$ cat config.mk
export PLATFORM = sky130hd
export DESIGN_NAME = tmds_encoder_3ch
export DESIGN_NICKNAME = d
export VERILOG_FILES = /design/src/rtl/tmds_encoder_3ch.sv
export SDC_FILE = /design/constraint.sdc
export NUM_CORES = 1
export LEC_CHECK = 0
export CORE_MARGIN = 1
export CORE_UTILIZATION = 40
export DETAILED_ROUTE_END_ITERATION = 7
export GPL_TIMING_DRIVEN = 1
export REMOVE_ABC_BUFFERS = 1
export SETUP_SLACK_MARGIN = 0.3
export SYNTH_ARGS = -nofsm -noshare
export SYNTH_HDL_FRONTEND = slang
export SYNTH_HIERARCHICAL = 1
export SYNTH_SLANG_ARGS = --single-unit
$ cat constraint.sdc
create_clock -name PIXCLK -period 11.16 [get_ports PIXCLK]
set_input_delay 3.348 -clock PIXCLK [delete_from_list [all_inputs] [get_ports PIXCLK]]
set_output_delay 3.348 -clock PIXCLK [all_outputs]
set_load 0.01 [all_outputs]
$ cat src/rtl/tmds_encoder_3ch.sv
// rtl/tmds_encoder_3ch.sv - three-channel TMDS (DVI) symbol encoder, two-stage pipeline per channel
// Each lane minimises transitions in stage 1 and balances DC disparity in stage 2.

module tmds_encoder_3ch_lane #(
  parameter logic [1:0] RST_CODE_SEL = 2'b00
) (
  input  logic       clk,
  input  logic       rst,
  input  logic       de_s1,
  input  logic [7:0] data,
  input  logic [1:0] ctrl,
  output logic [9:0] raw
);

  function automatic logic [9:0] ctrl_code(input logic [1:0] c);
    case (c)
      2'b00:   return 10'b1101010100;
      2'b01:   return 10'b0010101011;
      2'b10:   return 10'b0101010100;
      default: return 10'b1010101011;
    endcase
  endfunction

  logic [3:0]        n1_d;
  logic              use_xnor;
  logic [8:0]        qm_d;
  logic [8:0]        qm;
  logic [1:0]        ctrl_s1;
  logic [3:0]        n1_q;
  logic signed [5:0] diff;
  logic signed [5:0] cnt;
  logic signed [5:0] cnt_d;
  logic [9:0]        raw_d;

  always_comb begin
    n1_d = 4'd0;
    for (int i = 0; i < 8; i++) n1_d = n1_d + {3'b000, data[i]};
    use_xnor = (n1_d > 4'd4) || ((n1_d == 4'd4) && !data[0]);
    qm_d    = '0;
    qm_d[0] = data[0];
    for (int i = 1; i < 8; i++)
      qm_d[i] = use_xnor ? ~(qm_d[i-1] ^ data[i]) : (qm_d[i-1] ^ data[i]);
    qm_d[8] = ~use_xnor;
  end

  always_ff @(posedge clk) begin
    if (rst) begin
      qm      <= '0;
      ctrl_s1 <= '0;
    end else begin
      qm      <= qm_d;
      ctrl_s1 <= ctrl;
    end
  end

  // diff = N1 - N0 of the stage-1 word; cnt is the running 10-bit symbol disparity
  always_comb begin
    n1_q = 4'd0;
    for (int i = 0; i < 8; i++) n1_q = n1_q + {3'b000, qm[i]};
    diff  = $signed({1'b0, n1_q, 1'b0}) - 6'sd8;
    raw_d = ctrl_code(ctrl_s1);
    cnt_d = '0;
    if (de_s1) begin
      if (cnt == 6'sd0 || diff == 6'sd0) begin
        raw_d = {~qm[8], qm[8], qm[8] ? qm[7:0] : ~qm[7:0]};
        cnt_d = qm[8] ? (cnt + diff) : (cnt - diff);
      end else if ((cnt > 6'sd0 && diff > 6'sd0) || (cnt < 6'sd0 && diff < 6'sd0)) begin
        raw_d = {1'b1, qm[8], ~qm[7:0]};
        cnt_d = cnt - diff + (qm[8] ? 6'sd2 : 6'sd0);
      end else begin
        raw_d = {1'b0, qm[8], qm[7:0]};
        cnt_d = cnt + diff - (qm[8] ? 6'sd0 : 6'sd2);
      end
    end
  end

  always_ff @(posedge clk) begin
    if (rst) begin
      raw <= ctrl_code(RST_CODE_SEL);
      cnt <= '0;
    end else begin
      raw <= raw_d;
      cnt <= cnt_d;
    end
  end

endmodule

module tmds_encoder_3ch #(
  parameter logic       DVI_MODE     = 1'b1,
  parameter logic [1:0] RST_CODE_SEL = 2'b00
) (
  input  logic       PIXCLK,
  input  logic       RST,
  input  logic       DE,
  input  logic [7:0] DATAch0,
  input  logic [7:0] DATAch1,
  input  logic [7:0] DATAch2,
  input  logic       HSYNC,
  input  logic       VSYNC,
  input  logic [3:0] CTL,
  output logic [9:0] RAWDATAch0,
  output logic [9:0] RAWDATAch1,
  output logic [9:0] RAWDATAch2,
  output logic       DEout
);

  logic       de_s1;
  logic [1:0] ctl1;
  logic [1:0] ctl2;

  assign ctl1 = DVI_MODE ? 2'b00 : CTL[1:0];
  assign ctl2 = DVI_MODE ? 2'b00 : CTL[3:2];

  always_ff @(posedge PIXCLK) begin
    if (RST) begin
      de_s1 <= 1'b0;
      DEout <= 1'b0;
    end else begin
      de_s1 <= DE;
      DEout <= de_s1;
    end
  end

  tmds_encoder_3ch_lane #(.RST_CODE_SEL(RST_CODE_SEL)) u_ch0 (
    .clk(PIXCLK), .rst(RST), .de_s1(de_s1), .data(DATAch0),
    .ctrl({VSYNC, HSYNC}), .raw(RAWDATAch0)
  );

  tmds_encoder_3ch_lane #(.RST_CODE_SEL(RST_CODE_SEL)) u_ch1 (
    .clk(PIXCLK), .rst(RST), .de_s1(de_s1), .data(DATAch1),
    .ctrl(ctl1), .raw(RAWDATAch1)
  );

  tmds_encoder_3ch_lane #(.RST_CODE_SEL(RST_CODE_SEL)) u_ch2 (
    .clk(PIXCLK), .rst(RST), .de_s1(de_s1), .data(DATAch2),
    .ctrl(ctl2), .raw(RAWDATAch2)
  );

endmodule
# Yosys cells after proc, flatten, opt, wreduce, memory -nomap -nowiden
# Index checks and enable logic that the tools add are counted.
# word_totals
reg_bits,79
latchBits,0
ram_bits,0
rom_bits,0
inputBits,33
out_inout_bits,31
elab_cells,217
n_memories,0
# op_classes
n_addsub,57
multipliers,0
div,0
magnitude_cmp,15
eq_ne,5
n_shift,0
n_mux,47
n_bitwise,52
reduce_logical,29
# op_table
operator,count
4-bit by 1-bit adder with 4-bit output,36
10-bit 2-to-1 mux,7
6-bit 2-to-1 mux,9
6-bit adder,6
"6-bit by 1-bit greater-than comparator with 1-bit output, second input constant",6
6-bit zero test,6
"6-bit by 1-bit < comparator with 1-bit output, second input constant",6
6-bit subtractor,6
10-bit case mux with 3 select lines,1
1-bit inverter,28
8-bit 2-to-1 mux,3
8-bit inverter,3
1-bit 2-to-1 mux,21
1-bit bitwise XOR,21
"5-bit by 4-bit subtractor with 6-bit output, second input constant",3
1-bit by 1-bit adder with 2-bit output,6
"4-bit by 3-bit equality test with 1-bit output, second input constant",3
"4-bit by 3-bit greater-than comparator with 1-bit output, second input constant",3
2-bit 2-to-1 mux,6
1-bit logical AND,9
1-bit logical OR,9
1-bit zero test,3
"2-bit by 1-bit equality test with 1-bit output, second input constant",1
"2-bit equality test, second input constant",1
other kinds (2),2

# Logic depth before layout (Yosys ltp)
# Gate-level depths: netlist of run 1.
# logic_depth
ltp_word,29
ltp_mapped,17
ltp_nobuf,16

# Hierarchy
# Netlist of run 1, hierarchy kept.
# modules_own_cells
mod,instances,cells_each,area_each_um2,seq_area_each_um2
tmds_encoder_3ch_lane at u_ch0 ...,2,228,2107.0,520.5
tmds_encoder_3ch_lane at u_ch2,1,234,2122.0,520.5
tmds_encoder_3ch,1,5,56.3,40.0

# Worst setup path before layout of run 1
# No wires, ideal clock.
# synth_path
kind,input to register
startpoint,in DATAch0[0]
endpoint,reg u_ch0.qm[5]
setup_ps,127
arrival_time_ps,6352
required_time_ps,11033
slack_ps,4681
path_stages,12
path_buffers,0
path_cell_list,inv_1 fa_1 fa_1 fa_1 inv_1 ha_1 fa_1 nor3b_1 o22ai_1 xor2_1 xor2_1 nor2_1
# synth_via
elab_chain_cells,23
word_cells_on_any_way,27
cone_classes,add/sub (7); order compare (1); eq/ne (1); mux (5); bitwise (10); reduce/logical (3)
# synth_rtl
element,line_no,text
start: declaration,96,"input logic [7:0] DATAch0,"
branches (longest 22 deep; another with 4-bit by 1-bit adder with 4-bit output),-,
1-bit 2-to-1 mux *,42,qm_d[i] = use_xnor ? ~(qm_d[i-1] ^ data[i]) : (qm_d[i-1] ^ data[i]);
end signal: assignment,51,qm <= qm_d;
end: declaration,27,logic [8:0] qm;
# Every way passes the cells marked *.
# A chain may end at the register's enable or synchronous reset.

# Worst setup path after layout of run 1
# Same ends and word-level chain as after synthesis.

==> summary.txt, run 1 <==
Status
  • Outcome: finished clean

Layout
  • Nets: 903
  • Layout area overhead: 17.11%
  • Fraction of layout cells with a size suffix above 1: 5.782%
  • # diodes: 0
  • Filler cells: approximately 1400

Place
  • Port buffer count: 59
  • DPL Wire Length: slightly above 10 mm
  • RD Place Congestion: 0.8259

Timing
  • Achievable Freq: 143.3 MHz
  • Total Neg Setup Slack: 0 ns
  • # setup viols final: 0
  • Final Skew: 0.006899 ns
  • Actual slew at the worst max-slew pin: between 0.9 and 1 ns
  • Fin crit period: 6.978 ns
  • Period utilisation layout: 62.53%
  • Max-slew headroom: 32.66%
  • Final Hold Violating Endpoints: 0
  • RSZ-0062 raised after global routing: false
  • Pins Over Slew Limit: 0

Synth
  • Ys flop type: dfxtp_1
  • Share of synthesized registers carrying an async set or reset: 0%
  • EDFF count, synth: 0
  • Syn Inst Count: roughly 700
  • Register bit total from synthesis: 80
  • Synth unique cells: 56
  • Sequential fraction of the synthesis area: 25.05%
  • Synthesized cell area: about 6400 um2
  • Syn avg cell area: 9.198 um2
  • Syn. warnings: 6

Worst setup path
  • Most frequent CP cell: fa_1
  • Worst reg2reg path startpoint: u_ch2/qm[0]$_SDFF_PP0_
  • Largest delay share family, worst path: adder cells
  • Critical R2R Capture: u_ch2/cnt[5]$_SDFF_PP0_
  • Largest incremental delay on the critical path: 0.57 ns
  • Cell Chain, Critical Path: clkdlybuf4s50_1, inv_1, fa_1, fa_1, fa_1, inv_1, ha_1, fa_1, nor3b_1, o22ai_1, xor2_1, xor2_1, nor2_1
  • Crit. End Element: flop
  • Worst Path Buf+Inv: 3
  • Setup Crit Path Kind: in -> reg
  • Top fanout value on the critical path: 3
  • CP max-delay cell: fa_1
  • Setup slack, reg-to-reg: 6.11 ns
  • CP arrival: 7.19 ns
  • Startpoint types: input pin
  • Reg2Reg Depth: 15
  • Worst Path Required: around 11 ns

Drt
  • DRC: 0
  • Antenna-violating nets left: 0
  • Routed via count: 4766
  • Average wire per standard cell: 13.67 um
  • TritonRoute pass-1 iters: 5
  • Via/cell ratio: between 4 and 5
  • Final wirelength: ~13 mm
  • Iter 0 DRT Violations: 165

Hold path
  • WHS Path Cells: 2
  • Hold Startpoint: u_ch2/qm[3]$_SDFF_PP0_
  • Hold crit path type: reg -> reg
  • Hold EP: u_ch2/raw[3]$_SDFF_PP0_

CTS
  • Clock buffer count from CTS: 9
  • Resized cells post-CTS: 0
  • Clock Latency Late Sink: 0.35 ns
  • TritonCTS Sinks: 80
  • Postcts setup bufs: 0
  • CTS tree: yes
  • CTS Hold Bufs: 0
  • Clock tree buffer depth: 2
  • Worst-path clk slew: 0.06 ns
  • H-Tree Depth: 3
  • CTS root buf: clkbuf_16

GRT
  • Largest net degree at the start of global routing: 54
  • Initial antenna violation count: 0
  • Global Route Usage Sum: 17.47%
  • Global-route wire length before repair: 23.02 mm
  • Vias in the first global route: 4950
  • Grt ovf: 0

Floorplan
  • Initial Utilization: 41.59%
  • Die height: 128.4 um
  • Placement row count: 45
  • Core ar.: 15370 um2
  • Die X: 128.4 um
  • Number of I/O pins: 64
  • DIE AREA: 16490 um2

Flow run
  • Max cap viols: 0
## placed cells by master (no fill, tap or decap), drive strengths merged, types with 8 or more instances in the layout
master         instances
clkdlybuf4s50         58
a211oi                17
fa                    30
nor3                  15
nor2b                 18
nor2                  46
dfxtp                 80
clkbuf                11
a21oi                 50
inv                  116
nor3b                  9
ha                    84
nand2b                 8
xor2                  24
xnor2                 63
o21ai                 13
## sequential cells by signal (all words and copies together) (netlist names)
register	cells
u_ch1/raw	10
u_ch1/qm	9
u_ch2/cnt	5
u_ch0/qm	9
u_ch0/cnt	5
de_s1	1
u_ch2/ctrl_s1	2
DEout	1
u_ch2/raw	10
u_ch0/raw	10
u_ch1/cnt	5
u_ch0/ctrl_s1	2
u_ch1/ctrl_s1	2
u_ch2/qm	9
## final cells by class
cell class | count | area [um2] | share of cell area, %
Multi-Input combinational cell | 488 | 4285 | 57.25
Tap cell | 211 | 264.0 | 3.527
Timing Repair Buffer | 61 | 600.6 | 8.023
Clock buffer | 11 | 242.7 | 3.243
Clock inverter | 5 | 56.30 | 0.7521
Sequential cell | 80 | 1602 | 21.39
Inverter | 116 | 435.4 | 5.816
## worst min-delay path, cell delays in order (launching register included)
cell	delay [ns]
dfxtp_1	0.34
xnor2_1	0.12
a21oi_1	0.06
## how the worst max path moves through the flow
stage          cells after the start  startpoint                      to
6_report                          13  DATAch0[0]  u_ch0/qm[5]$_SDFF_PP0_
5_1_grt                           13  DATAch0[0]  u_ch0/qm[7]$_SDFF_PP0_
4_1_cts                           13  DATAch0[0]  u_ch0/qm[5]$_SDFF_PP0_
3_5_place_dp                      13  DATAch0[0]  u_ch0/qm[5]$_SDFF_PP0_
3_3_place_gp                      13  DATAch0[0]  u_ch0/qm[5]$_SDFF_PP0_
2_1_floorplan                     12  DATAch0[0]  u_ch0/qm[5]$_SDFF_PP0_
## metrics by stage
stage / std cells / hold WS (ns) / area, um2 / setup slack, ns / util [%]
floorplan: 684 / 0.5198 / 6322 / 4.694 / -
global placement: 956 / 0.5573 / 7187 / 3.919 / 46.76
detailed placement: 956 / 0.5629 / 7187 / 3.794 / 46.76
CTS: 972 / 0.5691 / 7486 / 4.154 / 48.70
global route: 972 / 0.5876 / 7486 / 3.942 / 48.70
finish: 972 / 0.5622 / 7486 / 4.182 / 48.70
## metal layers
layer,routed length [um],global-route usage (%),up-vias
met3,311,2.703,14
met4,174,5.882,0
met1,6146,21.55,2273
li1,-,-,2424
met5,0,0,-
met2,6656,30.97,55
## cell families after synthesis
family / synth area share (%)
DFF: 25.05
buffers and inverters: 8.084
adders and majority gates: 25.84
muxes: 1.331
other: 0.05866
AOI/OAI and AO/OA: 12.88
and+or+nand+nor: 13.07
xor gates and xnor gates: 13.68
## Yosys cell counts, drive strengths merged, types with 4 or more instances
| master | instances | share of area [%] |
|---|---|---|
| nand2b | 8 | 0.78 |
| nand3b | 5 | 0.59 |
| xnor2 | 63 | 8.6 |
| nor2 | 46 | 2.7 |
| xor2 | 24 | 3.3 |
| or3b | 4 | 0.55 |
| fa | 30 | 9.4 |
| dfxtp | 80 | 25 |
| or2 | 6 | 0.59 |
| nor3 | 15 | 1.2 |
| buf | 8 | 0.92 |
| xnor3 | 5 | 1.8 |
| or3 | 4 | 0.39 |
| a211oi | 17 | 2.0 |
| nand3 | 7 | 0.55 |
| inv | 116 | 6.8 |
| nand2 | 7 | 0.41 |
| clkbuf | 6 | 0.35 |
| nor2b | 18 | 1.8 |
| and3 | 5 | 0.51 |
| ha | 84 | 16 |
| a21o | 6 | 0.70 |
| a21oi | 50 | 3.9 |
| o21ai | 13 | 1.1 |
| o22ai | 5 | 0.69 |
| mux2i | 7 | 1.1 |
| nor4 | 7 | 0.69 |
| nor3b | 9 | 1.1 |
Power of run 1 is left out: the tool's default activity adds up to more than one toggle a clock period on the data nets, which glitch-free logic cannot reach.
==> run 2: changes to the inputs <==
==> constraint.sdc (replaced) <==
create_clock -name PIXCLK -period 6.25 [get_ports PIXCLK]
set_input_delay 1.875 -clock PIXCLK [delete_from_list [all_inputs] [get_ports PIXCLK]]
set_output_delay 1.875 -clock PIXCLK [all_outputs]
set_load 0.01 [all_outputs]
==> summary.txt, run 2 (synthesized netlist as in run 1, its figures left out) <==
Floorplan
  • DIE AREA: 16490 um2
  • Initial Utilization: 41.59%
  • Placement row count: 45
  • Die X: about 130 um
  • Die height: 128.4 um
  • Number of I/O pins: 64
  • Core ar.: 15370 um2

Layout
  • Layout area overhead: 17.44%
  • Top flop regs: u_ch0/raw: 10 flops, u_ch1/raw: 10 flops, u_ch2/raw: 10 flops
  • Fraction of layout cells with a size suffix above 1: 5.789%
  • Most frequent cells in the layout: 114 x inv_1, 84 x ha_1, 80 x dfxtp_1, 63 x xnor2_1, 58 x clkdlybuf4s50_1
  • Nets: 903
  • Final Core Density: 48.84%
  • Most common cell after layout, fill and taps aside: inv_1
  • # diodes: 0

Timing
  • RSZ-0062 raised after global routing: false
  • Pins Over Slew Limit: 0
  • Final Hold Violating Endpoints: 0
  • Actual slew at the worst max-slew pin: around 0.98 ns
  • Final Skew: 0.01136 ns
  • # setup viols final: 0
  • Fin crit period: 5.516 ns
  • Period utilisation layout: ~88%
  • Achievable Freq: about 180 MHz
  • Total Neg Setup Slack: 0 ns
  • Max-slew headroom: between 30% and 40%

CTS
  • CTS Hold Bufs: 0
  • Postcts setup bufs: 0
  • CTS tree: yes
  • CTS root buf: clkbuf_16
  • Clock Latency Late Sink: 0.35 ns
  • Resized cells post-CTS: 0
  • Clock tree buffer depth: 2
  • Clock buffer count from CTS: 9
  • H-Tree Depth: 3
  • Worst-path clk slew: ~0.060 ns
  • TritonCTS Sinks: 80

Drt
  • Routed via count: 4766
  • TritonRoute pass-1 iters: 4
  • Final wirelength: roughly 13 mm
  • Via/cell ratio: 4.908
  • DRC: 0
  • Average wire per standard cell: 13.89 um
  • Antenna-violating nets left: 0
  • Iter 0 DRT Violations: 142

Worst setup path
  • Largest delay share family, worst path: adder cells
  • Worst Path Required: between 6 and 7 ns
  • CP max-delay cell: fa_1
  • Worst Path Buf+Inv: 3
  • Top fanout value on the critical path: 3
  • CP arrival: 5.72 ns
  • Largest incremental delay on the critical path: 0.58 ns
  • Most frequent CP cell: fa_1
  • Setup Crit Path Kind: in -> reg
  • Startpoint types: input pin
  • Cell Chain, Critical Path: clkdlybuf4s50_1, inv_1, fa_1, fa_1, fa_1, inv_1, ha_1, fa_1, nor3b_1, o22ai_1, xor2_1, xor2_1, nor2_1
  • Crit. End Element: flop

GRT
  • Vias in the first global route: 4845
  • Largest net degree at the start of global routing: between 50 and 60
  • Global-route wire length before repair: between 20 and 25 mm
  • Global Route Usage Sum: 17.55%
  • Initial antenna violation count: 0
  • Grt ovf: 0

Flow run
  • Max cap viols: 0

Hold path
  • Hold crit path type: reg -> reg

Place
  • RD Place Congestion: 0.8541
  • Port buffer count: 59
  • DPL Wire Length: 10.40 mm

Status
  • Outcome: finished clean
run 2: final timing paths:
check                    startpoint                      end  slack, ns  cells after the start
min          u_ch2/qm[7]$_SDFF_PP0_  u_ch2/raw[7]$_SDFF_PP0_       0.57                      2
min reg2reg  u_ch2/qm[7]$_SDFF_PP0_  u_ch2/raw[7]$_SDFF_PP0_       0.57                      2
max                      DATAch0[0]   u_ch0/qm[5]$_SDFF_PP0_       0.73                     13
max reg2reg  u_ch2/qm[0]$_SDFF_PP0_  u_ch2/cnt[4]$_SDFF_PP0_       1.23                     14
run 2: layer usage:
layer	vias to the layer above	wire, um	global-route usage, %
li1	2416	-	-
met1	2261	6266	22.01
met2	74	6661	30.62
met3	15	381	3.326
met4	0	182	5.052
met5	-	0	0
run 2: tightest hold or removal path, stage by stage, from the launching register on:
cell,delay (ns)
dfxtp_1,0.34
xnor2_1,0.12
a21oi_1,0.06
run 2: area by class of cell:
class | count | area [um2]
Clock inverter | 5 | 81.33
Tap cell | 211 | 264.0
Clock buffer | 10 | 239.0
Sequential cell | 80 | 1602
Timing Repair Buffer | 61 | 600.6
Fill cell | 1433 | 7864
Inverter | 116 | 435.4
Multi-Input combinational cell | 488 | 4285
run 2: stage by stage:
stage | hold slack, ns | setup slack (ns) | cells | cell area [um2]
after floorplan | 0.5198 | 1.257 | 684 | 6322
after global placement | 0.5580 | 0.5031 | 956 | 7187
after detailed placement | 0.5615 | 0.4046 | 956 | 7187
after CTS | 0.5700 | 0.7361 | 971 | 7507
after global routing | 0.6053 | 0.5766 | 971 | 7507
final | 0.5666 | 0.7340 | 971 | 7507
Power of run 2 is left out for the same reason.
